$ cat config.mk
export PLATFORM = sky130hd
export DESIGN_NAME = shift_reg_sequencer
export DESIGN_NICKNAME = d
export VERILOG_FILES = /design/src/rtl/shift_reg_sequencer.sv
export SDC_FILE = /design/constraint.sdc
export NUM_CORES = 1
export LEC_CHECK = 0
export BUFFER_PORTS_ARGS = -buffer_cell sky130_fd_sc_hd__buf_2
export CAP_MARGIN = 20
export CORE_MARGIN = 4
export CORE_UTILIZATION = 48
export CTS_BUF_LIST = sky130_fd_sc_hd__clkbuf_4
export DETAILED_ROUTE_END_ITERATION = 6
export GPL_TIMING_DRIVEN = 0
export PLACE_DENSITY_LB_ADDON = 0.2
export RECOVER_POWER = 50
export SYNTH_ARGS = -nofsm -noshare
export SYNTH_HDL_FRONTEND = slang
export SYNTH_SLANG_ARGS = --single-unit
$ cat constraint.sdc
create_clock -name clk -period 1.7 [get_ports clk]
set_input_delay 0.085 -clock clk [delete_from_list [all_inputs] [get_ports clk]]
set_output_delay 0.085 -clock clk [all_outputs]
set_load 0.01 [all_outputs]
$ cat src/rtl/shift_reg_sequencer.sv
// -----------------------------------------------------------------------------
// shift_reg_sequencer
//
// Sequences an external left-shifting register as a parallel-to-serial
// transmitter. A word accepted on the in_valid/in_ready handshake is loaded
// into the register. It is then shifted out MSB first, one bit per cycle
// while hold is low. After each frame the block waits GAP_CYCLES idle cycles
// before it accepts the next word. An abort clears the register through sclr.
//
// Ports
//   clk        rising-edge clock
//   rst        synchronous active-high reset
//   in_valid   upstream word valid
//   in_ready   block can accept a word (IDLE only, forced low in reset)
//   in_data    upstream word
//   hold       pause shifting while high (SHIFT state only)
//   abort      cancel the current frame (LOAD, SHIFT, GAP)
//   sr_load    register load control
//   sr_enable  register enable control
//   sr_sclr    register synchronous clear control
//   sr_data    captured word presented to the register data input
//   ser_valid  register shiftout carries a data bit this cycle
//   bit_cnt    index of the bit currently on shiftout (0 = MSB)
//   busy       state is LOAD, SHIFT or GAP
//   done       one-cycle pulse after the last bit of a frame
//   frame_cnt  completed frames, wrapping
// -----------------------------------------------------------------------------
module shift_reg_sequencer #(
    parameter int WIDTH      = 8,
    parameter int GAP_CYCLES = 2,
    parameter int CNT_W      = 16
) (
    input  logic                     clk,
    input  logic                     rst,
    input  logic                     in_valid,
    output logic                     in_ready,
    input  logic [WIDTH-1:0]         in_data,
    input  logic                     hold,
    input  logic                     abort,
    output logic                     sr_load,
    output logic                     sr_enable,
    output logic                     sr_sclr,
    output logic [WIDTH-1:0]         sr_data,
    output logic                     ser_valid,
    output logic [$clog2(WIDTH)-1:0] bit_cnt,
    output logic                     busy,
    output logic                     done,
    output logic [CNT_W-1:0]         frame_cnt
);

    localparam int BW = $clog2(WIDTH);
    // gap_cnt needs at least one bit even when GAP_CYCLES is 0 or 1
    localparam int GW = (GAP_CYCLES > 1) ? $clog2(GAP_CYCLES) : 1;
    localparam logic [BW-1:0] BIT_LAST = BW'(WIDTH - 1);

    typedef enum logic [2:0] {
        S_CLR,
        S_IDLE,
        S_LOAD,
        S_SHIFT,
        S_GAP
    } state_t;

    state_t            state_q, state_d;
    logic [WIDTH-1:0]  sr_data_q, sr_data_d;
    logic [BW-1:0]     bit_cnt_q, bit_cnt_d;
    logic [GW-1:0]     gap_cnt_q, gap_cnt_d;
    logic [CNT_W-1:0]  frame_cnt_q, frame_cnt_d;
    logic              done_q, done_d;

    always_ff @(posedge clk) begin
        if (rst) begin
            state_q     <= S_CLR;
            sr_data_q   <= '0;
            bit_cnt_q   <= '0;
            gap_cnt_q   <= '0;
            frame_cnt_q <= '0;
            done_q      <= 1'b0;
        end else begin
            state_q     <= state_d;
            sr_data_q   <= sr_data_d;
            bit_cnt_q   <= bit_cnt_d;
            gap_cnt_q   <= gap_cnt_d;
            frame_cnt_q <= frame_cnt_d;
            done_q      <= done_d;
        end
    end

    always_comb begin
        state_d     = state_q;
        sr_data_d   = sr_data_q;
        bit_cnt_d   = bit_cnt_q;
        gap_cnt_d   = gap_cnt_q;
        frame_cnt_d = frame_cnt_q;
        done_d      = 1'b0;

        case (state_q)
            S_CLR: begin
                state_d   = S_IDLE;
                bit_cnt_d = '0;
                gap_cnt_d = '0;
            end

            S_IDLE: begin
                if (in_valid) begin
                    sr_data_d = in_data;
                    state_d   = S_LOAD;
                end
            end

            // hold has no effect here: the register must capture the word
            S_LOAD: begin
                bit_cnt_d = '0;
                state_d   = abort ? S_CLR : S_SHIFT;
            end

            S_SHIFT: begin
                if (abort) begin
                    state_d   = S_CLR;
                    bit_cnt_d = '0;
                end else if (!hold) begin
                    if (bit_cnt_q == BIT_LAST) begin
                        done_d      = 1'b1;
                        frame_cnt_d = frame_cnt_q + CNT_W'(1);
                        bit_cnt_d   = '0;
                        gap_cnt_d   = '0;
                        state_d     = (GAP_CYCLES > 0) ? S_GAP : S_IDLE;
                    end else begin
                        bit_cnt_d = bit_cnt_q + BW'(1);
                    end
                end
            end

            S_GAP: begin
                if (abort) begin
                    state_d   = S_CLR;
                    gap_cnt_d = '0;
                end else if (int'(gap_cnt_q) >= GAP_CYCLES - 1) begin
                    state_d   = S_IDLE;
                    gap_cnt_d = '0;
                end else begin
                    gap_cnt_d = gap_cnt_q + GW'(1);
                end
            end

            default: state_d = S_CLR;
        endcase
    end

    // Outputs decode registered state; hold gates the shift enable in the
    // same cycle so a paused bit stays on shiftout and is not lost.
    assign in_ready  = (state_q == S_IDLE) && !rst;
    assign sr_sclr   = (state_q == S_CLR);
    assign sr_load   = (state_q == S_LOAD);
    assign ser_valid = (state_q == S_SHIFT) && !hold;
    assign sr_enable = (state_q == S_LOAD) || ser_valid;
    assign busy      = (state_q == S_LOAD) || (state_q == S_SHIFT) || (state_q == S_GAP);
    assign sr_data   = sr_data_q;
    assign bit_cnt   = bit_cnt_q;
    assign done      = done_q;
    assign frame_cnt = frame_cnt_q;

endmodule

# After elaboration in Yosys (flattened, before gate mapping)
# Index checks and enable logic that the tools add are counted.
[classes]
n_addsub = 3
n_lt_le_gt_ge = 1
n_eq_ne = 12
muxes = 19
bitwise = 3
n_reduce_logical = 17
[op_table]
columns = ["operator", "n"]
rows = [
  ["two-way mux 3 bit", 9],
  ["adder 16 x 1 -> 16 bit, second input constant", 1],
  ["case mux 3 bit (5 select lines)", 1],
  ["AND reduction 4 bit", 3],
  ["!= test 3 bit, second input constant", 3],
  ["!= test 2 bit, second input constant", 4],
  ["equality test 3 x 2 -> 1 bit, second input constant", 2],
  ["equality test 3 bit, second input constant", 2],
  ["two-way mux 1 bit", 6],
  ["case mux 3 bit (2 select lines)", 1],
  ["AND reduction 2 bit", 2],
  ["OR reduction 4 bit", 1],
  ["adder 3 x 1 -> 3 bit, second input constant", 1],
  ["equality test 3 x 1 -> 1 bit, second input constant", 1],
  ["zero test 3 bit", 1],
  ["logical OR 1 bit", 3],
  ["NOT 1 bit", 3],
  ["case mux 1 bit (3 select lines)", 1],
  ["nonzero test 3 bit", 1],
  ["logical AND 1 bit", 2],
  ["zero test 1 bit", 2],
  ["two-way mux 2 bit", 1],
  ["nonzero test 2 bit", 1],
  ["OR reduction 2 bit", 1],
  ["other kinds (2)", 2],
]
[word_totals]
ff_bits = 32
inputBits = 13
out_inout_bits = 34
elab_cells = 61

# Depth between registers and ports, before layout
# Gate-level depths: netlist of the first run.
[depth]
depth_word = 5
ltp_mapped = 6
depth_no_buf = 6

# Worst setup path after synthesis of the first run
# OpenSTA, ideal clock, no wires.
[synth_timing]
path_kind = "reg-to-reg"
startpoint = "register bit_cnt_q[0] (netlist: bit_cnt[0])"
endpoint = "register frame_cnt_q[13] (netlist: frame_cnt[13])"
t_arrival_ns = 1.821
required_ns = 1.579
path_slack_ns = -0.242
path_stages_with_launch = 7
period_less_slack_ns = 1.942
cell_sequence = "dfxtp_1 -> ha_1 -> ha_1 -> nand4b_1 -> nor4_4 -> nand3_2 -> mux2_4"
[synth_via]
elab_chain_len = 2
[synth_lines]
columns = ["element", "line", "rtl"]
rows = [
  ["start: declaration", "66", "logic [BW-1:0] bit_cnt_q, bit_cnt_d;"],
  ["start signal: assignment", "82", "bit_cnt_q <= bit_cnt_d;"],
  ["equality test 3 bit", "122", "if (bit_cnt_q == BIT_LAST) begin"],
  ["AND reduction 4 bit (no line)", "--", ""],
  ["end signal: assignment", "84", "frame_cnt_q <= frame_cnt_d;"],
  ["end: declaration", "68", "logic [CNT_W-1:0] frame_cnt_q, frame_cnt_d;"],
]
# Every way passes these cells.
# A chain may end at the register's enable or synchronous reset.

# Worst setup path after layout of the first run
[layout_timing]
startpoint = "register bit_cnt_q[1] (netlist: bit_cnt[1])"
endpoint = "register frame_cnt_q[13] (netlist: frame_cnt[13])"
# Same word-level chain as after synthesis.

==> flow_summary.json, run 1 <==
{
  "io_pins": 47,
  "p_per_area_nw_per_um2": 759.0,
  "critPathLaunchType": "flip-flop",
  "cts_tree": "yes",
  "syn_to_final_growth_pct": 47.67,
  "grt_overflow": 0,
  "root_buffer": "clkbuf_4",
  "worst_pin_slew_ns": 0.5045,
  "grt_pass1_wl_um": 6858,
  "synth_nets": 195,
  "fin_ws_ns": -0.03546,
  "die_width_um": 64.99,
  "maxCapViolCount": 0,
  "arrival_ns": 1.97,
  "grt.total_usage_pct": 20.95,
  "drc": 0,
  "clk_latency_ns": 0.34,
  "via_per_inst": 5.142,
  "drive_gt1_share_pct": 36.05,
  "regArea_um2": 655.6,
  "clk_path_buf_depth": 2,
  "ys_ff_latch": 32,
  "yosysWarnings": 0,
  "drtAntennaViolNets": 0,
  "n_fill_cell": 238,
  "end_kind": "flip-flop",
  "h-tree-depth": 2,
  "rsz0062_at_grt": "true",
  "portBuffers": 45,
  "numClockSinks": 32,
  "ys_seq_area_share_pct": 41.09,
  "hpwl_um": 2485,
  "start_util_pct": 50.65,
  "slew_viol_final": 0,
  "ys_types": 39,
  "status": "finished with violations",
  "final_nets": 274,
  "core-area_um2": 3078,
  "routed_wl_um": 4099,
  "placed_area_um2": 1876,
  "placementRows": 20,
  "syn_inst": 179,
  "die_h_um": 64.99,
  "synth_mux_area_share_pct": 6.100,
  "synth_top_family_by_area": "simple AND/OR/NAND/NOR gates",
  "p_leak_uw": 0.0009193,
  "multi_input_area_um2": 998.5,
  "finalNonFillerCells": 302,
  "drt-initial-drc-count": 91,
  "vias": 1553,
  "setup_viol": 3,
  "wire_per_inst_um": 13.57,
  "critPathRequiredTime_ns": 1.93,
  "syn_area_um2": 1559,
  "path_clk_slew_ns": 0.10,
  "place.gp.congestion": 0.7980,
  "layout_common_cells": "buf_2 (28), dfxtp_1 (28), nor2_1 (23)",
  "crit_fanout": 3,
  "peakVddDrop_uv": 492.9,
  "synth_xor_area_share_pct": 5.056,
  "grt_pass1_vias": 1534,
  "yosys.area_share.simple_pct": 30.74,
  "clock_skew_ns": 0.008081,
  "hold_viol_final": 0,
  "violations": "setup timing",
  "synth.avg_cell_area_um2": 8.709,
  "dr.pass1.iters": 4,
  "worstHoldPathType": "in2reg",
  "antenna_found_initial": 0,
  "dp_cells": 268,
  "diodes": 0,
  "max_freq_ghz": 0.5762,
  "synth_compound_area_share_pct": 10.27,
  "numCtsBuffers": 5,
  "final_area_um2": 2302,
  "fin_crit_ns": 1.735,
  "yosys.area_share.adder_pct": 2.408,
  "crit_type": "reg2reg",
  "max_slew_margin_pct": 66.36,
  "finalCritPeriodShare_pct": 102.1,
  "grt_max_degree": 11,
  "dieArea_um2": 4224
}
## cell type report
| type | count | area share [%] |
|---|---|---|
| buffer | 8 | 1.957 |
| multi-input combinational | 131 | 43.37 |
| tap | 44 | 2.391 |
| sequential | 32 | 28.48 |
| clock inverter | 1 | 0.2174 |
| timing repair buffer | 73 | 20.49 |
| clock buffer | 6 | 1.957 |
| inverter | 7 | 1.141 |
## cell usage after synthesis, drive strengths merged
cell,number,area [um2]
clkbuf,5,18.77
or4b,1,10.01
o221a,1,11.26
nand4,4,25.02
nand2b,3,18.77
nor3b,1,7.510
and4bb,1,12.51
nand2,9,33.78
o21bai,1,7.510
nand3b,1,7.510
o21ai,8,40.04
nor4,5,61.31
a31o,1,8.760
xnor2,9,78.83
mux2,1,15.01
ha,3,37.54
a211oi,2,15.01
nor3,7,35.03
mux2i,8,80.08
or3,3,18.77
buf,4,22.52
nand3,6,35.03
inv,7,26.28
or3b,2,20.02
nor4bb,1,10.01
and3,2,12.51
a21oi,14,70.07
and2,1,6.260
nand4b,4,35.03
nor2,26,97.59
or4,1,7.510
dfxtp,32,640.6
or2,2,12.51
a21o,1,7.510
nor2b,2,12.51
## flip-flops by register name, summed over array words and instances, names as in the netlist
name / flops
frame_cnt: 16
sr_data: 8
bit_cnt: 3
done: 1
gap_cnt_q: 1
state_q: 3
## cell families (layout without fill, tap and decap cells)
kind of cell | Yosys count | count (layout)
and+or+nand+nor | 82 | 82
xor gates and xnor gates | 9 | 9
adders and majority gates | 3 | 3
DFF | 32 | 32
muxes | 9 | 9
AOI/OAI and AO/OA | 28 | 28
buffers and inverters | 16 | 95
## stage by stage
| step | total power (uW) | setup WS, ns | util, % | TNS [ns] | hold slack, ns |
|---|---|---|---|---|---|
| after floorplan | 1076 | -0.1169 | - | -0.1389 | 0.2325 |
| after global placement | 1185 | -0.2344 | 60.93 | -1.084 | 0.3223 |
| after detailed placement | 1191 | -0.2695 | 60.93 | -1.199 | 0.3269 |
| after CTS | 1722 | -0.06511 | 71.67 | -0.4738 | 0.06542 |
| after global routing | 1833 | -0.1520 | 74.80 | -0.9704 | 0.09222 |
| final | 1747 | -0.03546 | 74.80 | -0.06789 | 0.06543 |
## layer usage
metal	GRT usage, %	share of wire [%]	vias up
met4	7.916	1.7	0
li1	-	-	786
met1	23.66	43	724
met2	36.53	50	36
met3	6.586	5.4	7
met5	0	0	-
## final timing paths
path | endpoint | from | cells after the start | slack, ns
setup / recovery | frame_cnt[13] | bit_cnt[1] | 7 | -0.04
hold / removal | state_q[1] | rst | 2 | 0.07
hold reg to reg | sr_data[7] | sr_data[7] | 2 | 0.51
setup reg to reg | frame_cnt[13] | bit_cnt[1] | 7 | -0.04
## where the power goes
part,internal [uW],switching (uW),leakage (uW)
registers,785,27.1,0.000262
logic,257,260,0.000626
clock network,168,250,0.0000315
total,1210,537,0.000919
## critical path: stages, from the launching register on
cell      delay, ns
dfxtp_4        0.37
ha_4           0.13
ha_4           0.13
nand4b_1       0.15
buf_4          0.19
nor4_4         0.22
nand3_2        0.13
mux2_4         0.30
## repair_timing
item,in CTS,in global routing
resized for setup,19,19
endpoints found under the hold margin,8,0
setup buffers,13,6
endpoints found under the setup margin,20,22
pin swaps,11,9
cloned,1,0
hold buffers,8,0
No activity file was read; power rests on OpenSTA's default activity.
==> inputs of run 2 (changes only) <==
--- a/config.mk
+++ b/config.mk
@@ -5,6 +5,7 @@
 export SDC_FILE = /design/constraint.sdc
 export NUM_CORES = 1
 export LEC_CHECK = 0
+export ABC_AREA = 1
 export BUFFER_PORTS_ARGS = -buffer_cell sky130_fd_sc_hd__buf_2
 export CAP_MARGIN = 20
 export CORE_MARGIN = 4
==> flow_summary.json, run 2 <==
{
  "crit_fanout": 10,
  "maxCapViolCount": 0,
  "r2r_cells": 10,
  "crit_type": "reg2reg",
  "arrival_ns": 1.79,
  "p_total_uw": 1946,
  "synth_top_area_share_pct": 37.98,
  "end_kind": "flip-flop",
  "layout_common_cells": "nor2_1 (62), nand2_1 (53), dfxtp_1 (31)",
  "place.gp.congestion": 0.8435,
  "final_area_um2": 2100,
  "critPathBufInv": 1,
  "critPathLaunchType": "flip-flop",
  "synth.avg_cell_area_um2": 6.720,
  "mostFrequentLayoutCell": "nor2_1",
  "synth_nets": 267,
  "placementRows": 21,
  "clk_path_buf_depth": 2,
  "antenna_found_initial": 0,
  "fin_util_pct": 62.43,
  "path_clk_slew_ns": 0.10,
  "grt_max_degree": 12,
  "synth_edf_count": 0,
  "hold_viol_final": 0,
  "slowest_stage": "dfxtp_2",
  "hpwl_um": 2900,
  "syn_inst": 251,
  "h-tree-depth": 2,
  "crit_family": "simple AND/OR/NAND/NOR gates",
  "slew_viol_final": 0,
  "route.met2.wl_um": 1860,
  "syn_area_um2": 1687,
  "yosys.area_share.simple_pct": 43.03,
  "drc": 0,
  "crit_chain": "ha_1 -> ha_1 -> nand2_1 -> nor2_2 -> nand2_2 -> buf_6 -> nor2_8 -> nand4_1 -> nand2_1 -> nor2_1",
  "synth_top_family_by_area": "simple AND/OR/NAND/NOR gates",
  "highest_layer": "met4",
  "peakVddDrop_uv": 593.3,
  "wl_met3_um": 177,
  "yosysMostFrequentCell": "nor2_1",
  "synth_top_cells_by_area": "dfxtp_1 (38%), nor2_1 (14%), nand2_1 (12%), inv_1 (4.7%), nor2_8 (3.6%)",
  "synthArstFlopShare_pct": 0,
  "worst_pin_slew_ns": 0.4108,
  "die_h_um": 67.28,
  "max_freq_ghz": 0.6508,
  "dieArea_um2": 4526,
  "numClockSinks": 32,
  "hold-path-endpoint": "done",
  "numCtsBuffers": 5,
  "drt-initial-drc-count": 57,
  "whs_path_depth": 2,
  "setup_viol": 0,
  "portBuffers": 45,
  "fin_crit_ns": 1.537,
  "drive_gt1_share_pct": 16.67,
  "r2r_start": "bit_cnt[0]",
  "ys_ff_latch": 32,
  "root_buffer": "clkbuf_4",
  "grt_overflow": 0,
  "io_pins": 47,
  "synth_xor_area_share_pct": 0.5193,
  "largest_reg_flops": 16,
  "syn_to_final_growth_pct": 24.48,
  "synth_compound_area_share_pct": 8.828,
  "vias": 1724,
  "rrSetupSlack_ns": 0.16,
  "p_per_area_nw_per_um2": 926.9,
  "worstHoldPathType": "in2reg",
  "die_width_um": 67.28,
  "rr_endpoint": "frame_cnt[12]",
  "ys_seq_area_share_pct": 37.98,
  "cts_tree": "yes",
  "synth_area_leader_cell": "dfxtp_1",
  "clock_skew_ns": 0.009602,
  "dr.pass1.iters": 4,
  "wire_per_inst_um": 10.94,
  "critPathRequiredTime_ns": 1.95,
  "drt-met1-wl_um": 1794,
  "grt_pass1_vias": 1599,
  "ys_types": 25,
  "clk_latency_ns": 0.35,
  "yosys.area_share.adder_pct": 2.226,
  "synth_mux_area_share_pct": 0,
  "core-area_um2": 3363,
  "status": "completed",
  "final_nets": 327,
  "max_slew_margin_pct": 72.51,
  "grt.total_usage_pct": 19.85,
  "finalCritPeriodShare_pct": 90.39,
  "diodes": 0,
  "cpPeakStageDelay_ns": 0.37,
  "routed_wl_um": 3917,
  "synthFlopType": "dfxtp_1",
  "placed_area_um2": 1969,
  "min-delay-start": "rst",
  "p_leak_uw": 0.0009776,
  "start_util_pct": 50.15,
  "grt_pass1_wl_um": 6755,
  "via_per_inst": 4.816,
  "yosysWarnings": 0,
  "synth_common_cells": "nor2_1 (63), nand2_1 (53), dfxtp_1 (32)",
  "drtAntennaViolNets": 0
}
## run 2: worst max path at each step
stage | startpoint | to | slack (ns) | cells past startpoint
2_1_floorplan | bit_cnt[0] | frame_cnt[14] | 0.20 | 10
3_3_place_gp | bit_cnt[0] | frame_cnt[12] | 0.12 | 10
3_5_place_dp | bit_cnt[0] | frame_cnt[12] | 0.09 | 10
4_1_cts | bit_cnt[0] | frame_cnt[12] | 0.07 | 10
5_1_grt | bit_cnt[1] | frame_cnt[14] | -0.007 | 10
6_report | bit_cnt[0] | frame_cnt[12] | 0.16 | 10
## run 2: repair_timing
action                     4_1_cts  5_1_grt
setup buffers                    0        0
resized for setup                0        2
hold buffers                     8        0
hold endpoints to repair         8        0
setup endpoints to repair        0        4
## run 2: layout make-up
cell class                      count  area, um2
Timing Repair Buffer               53      271.5
Tap cell                           46      57.56
Sequential cell                    32      641.9
Clock buffer                        5      37.54
Clock inverter                      3      42.54
Multi-Input combinational cell    188      923.4
Fill cell                         354       1264
Inverter                           27      101.3
Buffer                              4      23.77
## run 2: report_power, final
group | switching (uW) | total (uW) | internal [uW]
sequential | 65.3 | 884 | 818
combinational | 298 | 482 | 184
clock | 274 | 580 | 306
## run 2: worst register-to-register path: stages, from the launching register on
cell	delay, ns
dfxtp_2	0.37
ha_1	0.17
ha_1	0.20
nand2_1	0.08
nor2_2	0.11
nand2_2	0.08
buf_6	0.15
nor2_8	0.11
nand4_1	0.08
nand2_1	0.07
nor2_1	0.04
## run 2: through the flow
stage | hold WS [ns] | setup WS [ns] | cells | setup TNS (ns)
final | 0.09683 | 0.1633 | 358 | 0
after global routing | 0.1148 | -0.006657 | 358 | -0.006657
after CTS | 0.08993 | 0.06604 | 358 | 0
after detailed placement | 0.3206 | 0.09086 | 342 | 0
after global placement | 0.3113 | 0.1250 | 342 | 0
after floorplan | 0.2175 | 0.1994 | 251 | 0
## run 2: routing by layer
| layer | vias up | GRT usage [%] |
|---|---|---|
| met5 | - | 0 |
| met2 | 29 | 34.11 |
| li1 | 921 | - |
| met3 | 9 | 5.657 |
| met4 | 0 | 8.354 |
| met1 | 765 | 22.97 |
## run 2: kinds of logic (layout without fill, tap and decap cells)
logic type / Yosys count / count (layout)
simple gates: 155 / 155
flops: 32 / 32
buf+inv: 31 / 92
compound gates: 29 / 29
fa+ha+maj: 3 / 3
xor+xnor: 1 / 1
